## src/rtl/apb_pkg.sv

```systemverilog
// Shared APB definitions: access FSM states, word size and the address window decode helper.
package apb_pkg;

  typedef enum logic {
    IDLE   = 1'b0,
    ACCESS = 1'b1
  } apb_state_e;

  localparam int unsigned APB_WORD_BYTES = 4;

  typedef struct packed {
    logic        legal;
    logic [31:0] index;
  } apb_dec_t;

  // Inputs are widened to 64 bits so base + window size can never overflow for a 32-bit bus.
  function automatic apb_dec_t apb_decode(input logic [63:0] addr, input logic [63:0] base,
                                          input int unsigned nregs);
    logic [63:0] off;
    apb_dec_t    dec;
    off       = addr - base;
    dec.legal = (addr >= base) && (off < 64'(nregs * APB_WORD_BYTES)) && (addr[1:0] == 2'b00);
    dec.index = off[33:2];
    return dec;
  endfunction

endpackage

```

## src/rtl/apb_slave_decode.sv

```systemverilog
// Combinational address decode: window, alignment and read-only checks producing index and error.
module apb_slave_decode
  import apb_pkg::*;
#(
  parameter int unsigned            addr_width = 32,
  parameter int unsigned            num_regs   = 8,
  parameter logic [addr_width-1:0]  base_addr  = 'hA000_0000,
  parameter logic [num_regs-1:0]    ro_mask    = '0,
  localparam int unsigned           idx_width  = $clog2(num_regs)
) (
  input  logic [addr_width-1:0] i_paddr,
  input  logic                  i_pwrite,
  output logic [idx_width-1:0]  o_idx,
  output logic                  o_err
);

  apb_dec_t w_dec;
  logic     w_unused_idx_hi;

  always_comb begin
    w_dec = apb_decode(64'(i_paddr), 64'(base_addr), num_regs);
    o_idx = w_dec.index[idx_width-1:0];
    o_err = !w_dec.legal || (i_pwrite && ro_mask[o_idx]);
  end

  // Upper index bits are only meaningful for out-of-window addresses, which legal already rejects.
  assign w_unused_idx_hi = ^w_dec.index[31:idx_width];

endmodule

```

## src/rtl/apb_slave_regs.sv

```systemverilog
// APB slave register bank: num_regs word registers, fixed wait states, error response
// on bad decode or read-only writes, contents and write strobes exported.
module apb_slave_regs
  import apb_pkg::*;
#(
  parameter int unsigned            addr_width  = 32,
  parameter int unsigned            data_width  = 32,
  parameter int unsigned            num_regs    = 8,
  parameter logic [addr_width-1:0]  base_addr   = 'hA000_0000,
  parameter int unsigned            wait_cycles = 0,
  parameter logic [num_regs-1:0]    ro_mask     = '0
) (
  input  logic                           i_clk_apb,
  input  logic                           i_rstn_apb,
  input  logic                           i_psel,
  input  logic                           i_penable,
  input  logic                           i_pwrite,
  input  logic [addr_width-1:0]          i_paddr,
  input  logic [data_width-1:0]          i_pwdata,
  output logic [data_width-1:0]          o_prdata,
  output logic                           o_pready,
  output logic                           o_pslverr,
  output logic [num_regs*data_width-1:0] o_regs,
  output logic [num_regs-1:0]            o_wr_pulse
);

  localparam int unsigned idx_width = $clog2(num_regs);
  localparam int unsigned cnt_width = ($clog2(wait_cycles + 1) > 1) ? $clog2(wait_cycles + 1) : 1;

  apb_state_e             r_state;
  logic [cnt_width-1:0]   r_cnt;
  logic [idx_width-1:0]   r_idx;
  logic                   r_write;
  logic                   r_err;
  logic [data_width-1:0]  r_wdata;
  logic [data_width-1:0]  r_prdata;
  logic [data_width-1:0]  r_regs [num_regs];
  logic [num_regs-1:0]    r_wr_pulse;

  logic [idx_width-1:0]   w_idx;
  logic                   w_err;
  logic                   w_pready;
  logic                   w_commit;

  apb_slave_decode #(
    .addr_width (addr_width),
    .num_regs   (num_regs),
    .base_addr  (base_addr),
    .ro_mask    (ro_mask)
  ) u_decode (
    .i_paddr  (i_paddr),
    .i_pwrite (i_pwrite),
    .o_idx    (w_idx),
    .o_err    (w_err)
  );

  // Gating with psel keeps an aborted transfer from ever showing pready.
  assign w_pready = (r_state == ACCESS) && (r_cnt == '0) && i_psel;
  assign w_commit = w_pready && i_penable && r_write && !r_err;

  // NOTE: sequential state uses non-blocking assignments so every flop samples pre-edge values.
  always_ff @(posedge i_clk_apb or negedge i_rstn_apb) begin
    if (!i_rstn_apb) begin
      r_state  <= IDLE;
      r_cnt    <= '0;
      r_idx    <= '0;
      r_write  <= 1'b0;
      r_err    <= 1'b0;
      r_wdata  <= '0;
      r_prdata <= '0;
    end else begin
      case (r_state)
        IDLE: begin
          if (i_psel && !i_penable) begin
            r_state  <= ACCESS;
            r_idx    <= w_idx;
            r_write  <= i_pwrite;
            r_err    <= w_err;
            r_wdata  <= i_pwdata;
            r_cnt    <= cnt_width'(wait_cycles);
            r_prdata <= (i_pwrite || w_err) ? '0 : r_regs[w_idx];
          end
        end
        ACCESS: begin
          if (!i_psel || (r_cnt == '0)) begin
            r_state  <= IDLE;
            r_cnt    <= '0;
            r_prdata <= '0;
          end else begin
            r_cnt <= r_cnt - 1'b1;
          end
        end
        default: r_state <= IDLE;
      endcase
    end
  end

  // NOTE: the register bank is reset word by word so o_regs is defined out of reset; it stays in flops.
  always_ff @(posedge i_clk_apb or negedge i_rstn_apb) begin
    if (!i_rstn_apb) begin
      for (int unsigned i = 0; i < num_regs; i++) r_regs[i] <= '0;
      r_wr_pulse <= '0;
    end else begin
      r_wr_pulse <= '0;
      if (w_commit) begin
        r_regs[r_idx]     <= r_wdata;
        r_wr_pulse[r_idx] <= 1'b1;
      end
    end
  end

  for (genvar g = 0; g < num_regs; g++) begin : g_regs_out
    assign o_regs[g*data_width +: data_width] = r_regs[g];
  end

  assign o_prdata   = r_prdata;
  assign o_pready   = w_pready;
  assign o_pslverr  = w_pready && r_err;
  assign o_wr_pulse = r_wr_pulse;

endmodule

```

## config.mk

```make
export PLATFORM = sky130hd
export DESIGN_NAME = apb_slave_regs
export DESIGN_NICKNAME = d
export VERILOG_FILES = /design/src/rtl/apb_pkg.sv /design/src/rtl/apb_slave_decode.sv /design/src/rtl/apb_slave_regs.sv
export SDC_FILE = /design/constraint.sdc
export NUM_CORES = 1
export LEC_CHECK = 0
export CORE_MARGIN = 2
export CORE_UTILIZATION = 53
export DETAILED_ROUTE_END_ITERATION = 6
export PLACE_DENSITY = 0.86
export SYNTH_ARGS = -nofsm -noshare
export SYNTH_HDL_FRONTEND = slang
export SYNTH_SLANG_ARGS = --single-unit
```

## constraint.sdc

```tcl
create_clock -name i_clk_apb -period 3.9 [get_ports i_clk_apb]
set_clock_uncertainty 0.15 [all_clocks]
set_input_delay 1.17 -clock i_clk_apb [delete_from_list [all_inputs] [get_ports i_clk_apb]]
set_output_delay 1.17 -clock i_clk_apb [all_outputs]
set_load 0.02 [all_outputs]
```

==> flow_summary.ini, run 1 <==
[critical_path]
cpMostUsedCell = clkdlybuf4s50_1
endpoint_kind = output port
path_max_fanout = 2
path_cells = clkdlybuf4s50_1 > nand3b_1 > inv_1 > clkdlybuf4s50_1
critPathLaunchType = primary input
max_stage_delay_ns = 0.60
cpLargestDelayFamily = buffers and inverters
worstPathRequired_ns = 2.58
criticalPathCategory = primary input to output port
crit_buf_inv = 3
slowest_stage = clkdlybuf4s50_1
crit_arrival_ns = 2.42
worstSetupStartpoint = i_psel
r2r-start = r_state

[final_layout]
drive_gt1_share_pct = 33.56
final_common_cell = clkdlybuf4s50_1
final_cell_mix = clkdlybuf4s50_1 (361), dfrtp_1 (335), mux2_2 (272), mux4_2 (64), nand2_1 (37)
areaGrowthSynthToFinish_pct = 37.06
fin_area_um2 = 19670
fin_nets = 1347
fill_cells = 1658

[cts]
clock_latency_ns = 0.50
cts_setup_buffers = 0
tritoncts = done
postCtsResizedCells = 0
htreeDepth = 2
hold_buffers = 0
cts.clk_slew.worst_paths_ns = 0.06
clock_sinks = 335
cts-root-buf = clkbuf_16
cts_buffer_depth = 3
numCtsBuffers = 34

[synth]
ys_types = 31
synthCells = 895
synth_top_area_cell = dfrtp_1
syn-num-nets = 967
synth.yosys.seq_area_share_pct = 58.41
ys_seq_elements = 335
yosys.area.top_type_share_pct = 58.41
synthesis.area_um2 = 14350
synth_area_per_cell_um2 = 16.03
yosysWarnings = 0
synth.area.top_cells = dfrtp_1 (58%), mux2_2 (21%), mux4_2 (10%)

[timing]
hold_viol = 0
slew_viol_final = 0
rsz0062_at_grt = false
setup_viol = 0
fin_crit_ns = 3.744
finalCritPeriodShare_pct = 95.99
slew_headroom_pct = 30.30
fmax_mhz = 267.1
fin_tns_setup_ns = 0
worstMarginPinSlew_ns = 1.046

[power]
p_total_mw = 7.437
power_density_nw_per_um2 = 378.1
ir_drop_uv = 322.3
p_leak_nw = 9.056

[placed_design]
dpl_cell_area_um2 = 18570
routabilityCongestion = 0.8100
hpwlAfterDp_um = 27510
port_buffers = 366

[die]
start_util_pct = 53.55
die-area_um2 = 28410
die_h_um = 168.6
fp.dieW_um = 168.6
pin_count = 367
core_area_um2 = 26800
rows = 60

[status]
status = complete, no violations

[grt]
antenna_found_initial = 1
grt_pass1_wl_um = 62230
grtUsageTotal_pct = 29.20
grt_overflow_total = 0
grt_pass1_vias = 10022
grt_max_degree = 86

[route]
vias = 9641
drt_iter0_drc = 626
dr.pass1.iters = 5
wire_per_inst_um = 25.09
antenna_left = 0
viasPerCell = 5.886
wirelength_um = 41100
drc_errors = 0

[worst_hold_path]
worstHoldStart = o_prdata[16]
hold_path.class = register to register

[job]
drv_cap = 0
-- path summary, 6_finish.rpt --
path | to | cells past startpoint | slack, ns
min | o_prdata[16] | 2 | 0.33
max in group asynchronous | r_wdata[15] | 2 | 2.20
max | o_pready | 4 | 0.16
min reg2reg | o_prdata[16] | 2 | 0.33
max reg2reg | o_regs[141] | 6 | 1.21
min in group asynchronous | r_err | 1 | 0.51
-- layer usage --
metal	GRT usage, %	part of all wire, %	vias to the layer above
met4	11.24	3.7	0
li1	-	-	4074
met3	6.009	6.8	96
met1	37.60	40	5049
met5	0	0	-
met2	49.28	50	422
-- flip-flops by register name, indices dropped and copies added, names as in the netlist --
register and cells:
r_idx 3, o_regs 256, r_err 1, r_cnt 1
o_prdata 32, r_state 1, r_wdata 32, r_write 1
o_wr_pulse 8
-- cell type report --
| class | count | area (µm²) | area share (%) |
|---|---|---|---|
| antenna | 1 | 2.502 | 0.01272 |
| timing repair buffer | 399 | 4046 | 20.57 |
| clock buffer | 50 | 1032 | 5.248 |
| multi-input combinational | 495 | 5678 | 28.87 |
| sequential | 335 | 8383 | 42.62 |
| tap | 341 | 426.7 | 2.169 |
| clock inverter | 7 | 63.81 | 0.3244 |
| inverter | 10 | 37.54 | 0.1908 |
-- through the flow --
| step | hold WS, ns | std cells | setup WS, ns | util (%) |
|---|---|---|---|---|
| 4_1_cts | 0.3352 | 1637 | 0.02852 | 73.38 |
| 2_1_floorplan | 0.3311 | 895 | 0.8600 | - |
| 6_report | 0.3303 | 1638 | 0.1562 | 73.39 |
| 3_5_place_dp | 0.3210 | 1580 | 0.04343 | 69.29 |
| 3_3_place_gp | 0.3098 | 1580 | 0.03053 | 69.29 |
| 5_1_grt | 0.3580 | 1637 | 0.1242 | 73.38 |
-- Yosys cell counts --
library cell and n:
mux4_2 64, buf_1 9, nor3_4 1, mux2i_1 32, nor2_2 1, and2_1 1, or2_2 1, buf_6 6
nor3b_1 1, nand3b_1 4, mux2_2 272, nand3_1 2, and4b_1 1, o21ai_0 33, o2111ai_1 1, nor4b_1 1
nor4b_2 1, clkbuf_1 28, a211oi_1 1, inv_1 10, or4_1 2, buf_2 6, nand2_1 38, dfrtp_1 335
mux2_1 20, a21oi_1 2, ha_1 3, nor2_1 4, nor4_1 7, buf_4 6, nor3b_4 2
-- power breakdown --
group | total [mW] | internal (mW) | switching (mW) | leakage, nW
sequential | 3.76 | 3.57 | 0.194 | 4.59
combinational | 0.479 | 0.245 | 0.234 | 3.91
clock | 3.19 | 1.89 | 1.30 | 0.547
total | 7.44 | 5.71 | 1.73 | 9.06
-- kinds of logic after synthesis --
| kind of cell | count (synthesis) | synth area share [%] |
|---|---|---|
| muxes | 388 | 35.19 |
| DFF | 335 | 58.41 |
| and+or+nand+nor | 67 | 2.581 |
| buffers and inverters | 65 | 2.223 |
| AOI/OAI and AO/OA | 37 | 1.334 |
| adders and majority gates | 3 | 0.2616 |
-- worst register-to-register path, delay by kind of cell, from the launching register on --
family	cells	cell delay [ns]
buffers and inverters	2	0.43
muxes	1	0.37
DFF	1	0.49
and+or+nand+nor	3	1.14
(Power assumes the default switching activity.)
==> inputs of run 2 (changes only) <==
CORE_UTILIZATION = 49   (was 53)
PLACE_DENSITY = 0.8   (was 0.86)
clock period = 3.7 ns   (was 3.9 ns; I/O delays follow)
==> run 2 against run 1 <==
Compared with the run above: via count rose by 0.20%; final cell count increased by 3.0%; clock-buffer cell count grew 7; sequential cell count stayed put; combinational power up 6.9%; power increased by 9.4%; utilization is 4.2 points lower; largest cell class unchanged; global-route usage is 1.8 points lower; highest routed layer unchanged.
==> flow_summary.ini, run 2 (synthesized netlist as in run 1, its figures left out) <==
[status]
status = complete, no violations

[final_layout]
layout.cells.non_filler = 1687
diodes = 0
drive_gt1_share_pct = 33.54
areaGrowthSynthToFinish_pct = 38.86
largest_register_ffs = 256
final_common_cell = clkdlybuf4s50_1
final_cell_mix = clkdlybuf4s50_1 (360), dfrtp_1 (335), mux2_2 (272), mux4_2 (64), clkbuf_16 (39)
fin_area_um2 = 19930
fin_nets = 1350
final_util_pct = 69.24

[timing]
finalCritPeriodShare_pct = 94.52
setup_viol = 0
fmax_mhz = 286.0
worstMarginPinSlew_ns = 0.8069
slew_viol_final = 0
fin_crit_ns = 3.497
rsz0062_at_grt = false
slew_headroom_pct = 46.21
hold_viol = 0

[placed_design]
routabilityCongestion = 0.8216
port_buffers = 366
hpwlAfterDp_um = 27070
dpl_cell_area_um2 = 18710
place_inst = 1623

[critical_path]
criticalPathCategory = primary input to output port
endpoint_kind = output port
worstPathRequired_ns = 2.44
path_cells = clkdlybuf4s50_1 > nand3b_1 > inv_1 > and2_1 > dlygate4sd2_1
slowest_stage = clkdlybuf4s50_1
max_stage_delay_ns = 0.49
path_max_fanout = 2
critPathLaunchType = primary input
crit_arrival_ns = 2.24

[die]
fp.dieW_um = 175.1
core_area_um2 = 28780
start_util_pct = 49.87
die_h_um = 175.1
rows = 62
pin_count = 367
die-area_um2 = 30670

[route]
vias = 9660
dr.pass1.iters = 4
drc_errors = 0
drt_iter0_drc = 518
viasPerCell = 5.726
wirelength_um = 41530
antenna_left = 0
wire_per_inst_um = 24.62

[grt]
antenna_found_initial = 0
grtUsageTotal_pct = 27.36
grt_overflow_total = 0
grt_pass1_vias = 10122
grt_pass1_wl_um = 63220
grt_max_degree = 67

[cts]
cts-root-buf = clkbuf_16
numCtsBuffers = 37
cts.clk_slew.worst_paths_ns = 0.06
tritoncts = done
clock_sinks = 335
clock_latency_ns = 0.51
htreeDepth = 2
cts_buffer_depth = 3

[power]
switching_power_mw = 1.883
internal_power_mw = 6.252
power_frac_comb_pct = 6.3
ir_drop_uv = 299.4
p_clk_share_pct = 44.9
p_leak_nw = 9.147
power_frac_seq_pct = 48.8
p_sw_share_pct = 23.14
power_density_nw_per_um2 = 408.2

[job]
drv_cap = 0

[worst_hold_path]
hold_path.class = register to register
-- run 2: cell types whose count changed in the layout (fill, tap and decap cells not counted) --
cell             before  now
buf_12               11   18
buf_4                24   17
clkbuf_1              5   10
clkbuf_16            35   39
clkbuf_8             10    8
clkinv_2              5    3
bufinv_16             1    2
clkdlybuf4s50_1     361  360
clkinv_4              0    1
diode_2               1    0
dlygate4sd2_1         0    1
-- run 2: through the flow --
| step | hold WS, ns | total power, mW | worst slack [ns] | TNS [ns] |
|---|---|---|---|---|
| floorplan | 0.3311 | 4.199 | 0.7200 | 0 |
| global placement | 0.3125 | 4.531 | -0.04262 | -0.1589 |
| detailed placement | 0.3193 | 4.548 | -0.05777 | -0.6574 |
| CTS | 0.3321 | 8.199 | 0.04036 | 0 |
| global route | 0.3502 | 8.414 | 0.1450 | 0 |
| finish | 0.3287 | 8.135 | 0.2029 | 0 |
-- run 2: path summary, 6_finish.rpt --
kind	from	to	slack [ns]	cells past startpoint
hold / removal	o_prdata[30]	o_prdata[30]	0.33	2
setup reg to reg	r_state	o_regs[130]	1.04	7
hold reg to reg	o_prdata[30]	o_prdata[30]	0.33	2
max in group asynchronous	i_rstn_apb	o_regs[46]	2.22	2
setup / recovery	i_psel	o_pslverr	0.20	5
min in group asynchronous	i_rstn_apb	r_cnt	0.41	1
-- run 2: layout make-up --
cell class	instances	area [µm²]
flip-flops and latches	335	8383
repair buffers	399	4133
clock inverters	7	92.59
well taps	384	480.5
inverters	10	37.54
fillers	1974	8852
multi-input cells	495	5678
clock buffers	57	1124
-- run 2: timing repair --
action / 4_1_cts / 5_1_grt
hold buffers: 0 / 0
setup endpoints to repair: 1 / 1
resized for setup: 1 / 1
setup buffers: 0 / 0
-- run 2: layer usage --
layer  up-vias  global-route usage (%)  part of all wire [%]
met5         -                       0                     0
met4         0                   8.542                   3.1
met3        83                   5.374                   6.2
met2       400                   46.54                    50
met1      5064                   35.61                    40
li1       4113                       -                     -
-- run 2: worst max-delay path: cells and delay by family --
| family | cells | cell delay (ns) |
|---|---|---|
| buf+inv | 3 | 0.90 |
| simple gates | 2 | 0.23 |
-- run 2: power by group through the flow --
stage	clock (mW)	combinational [mW]	sequential, mW
after floorplan	0	0.231	3.97
after global placement	0	0.511	4.02
after detailed placement	0	0.521	4.03
after CTS	3.71	0.522	3.96
after global routing	3.87	0.553	3.99
final	3.65	0.512	3.97
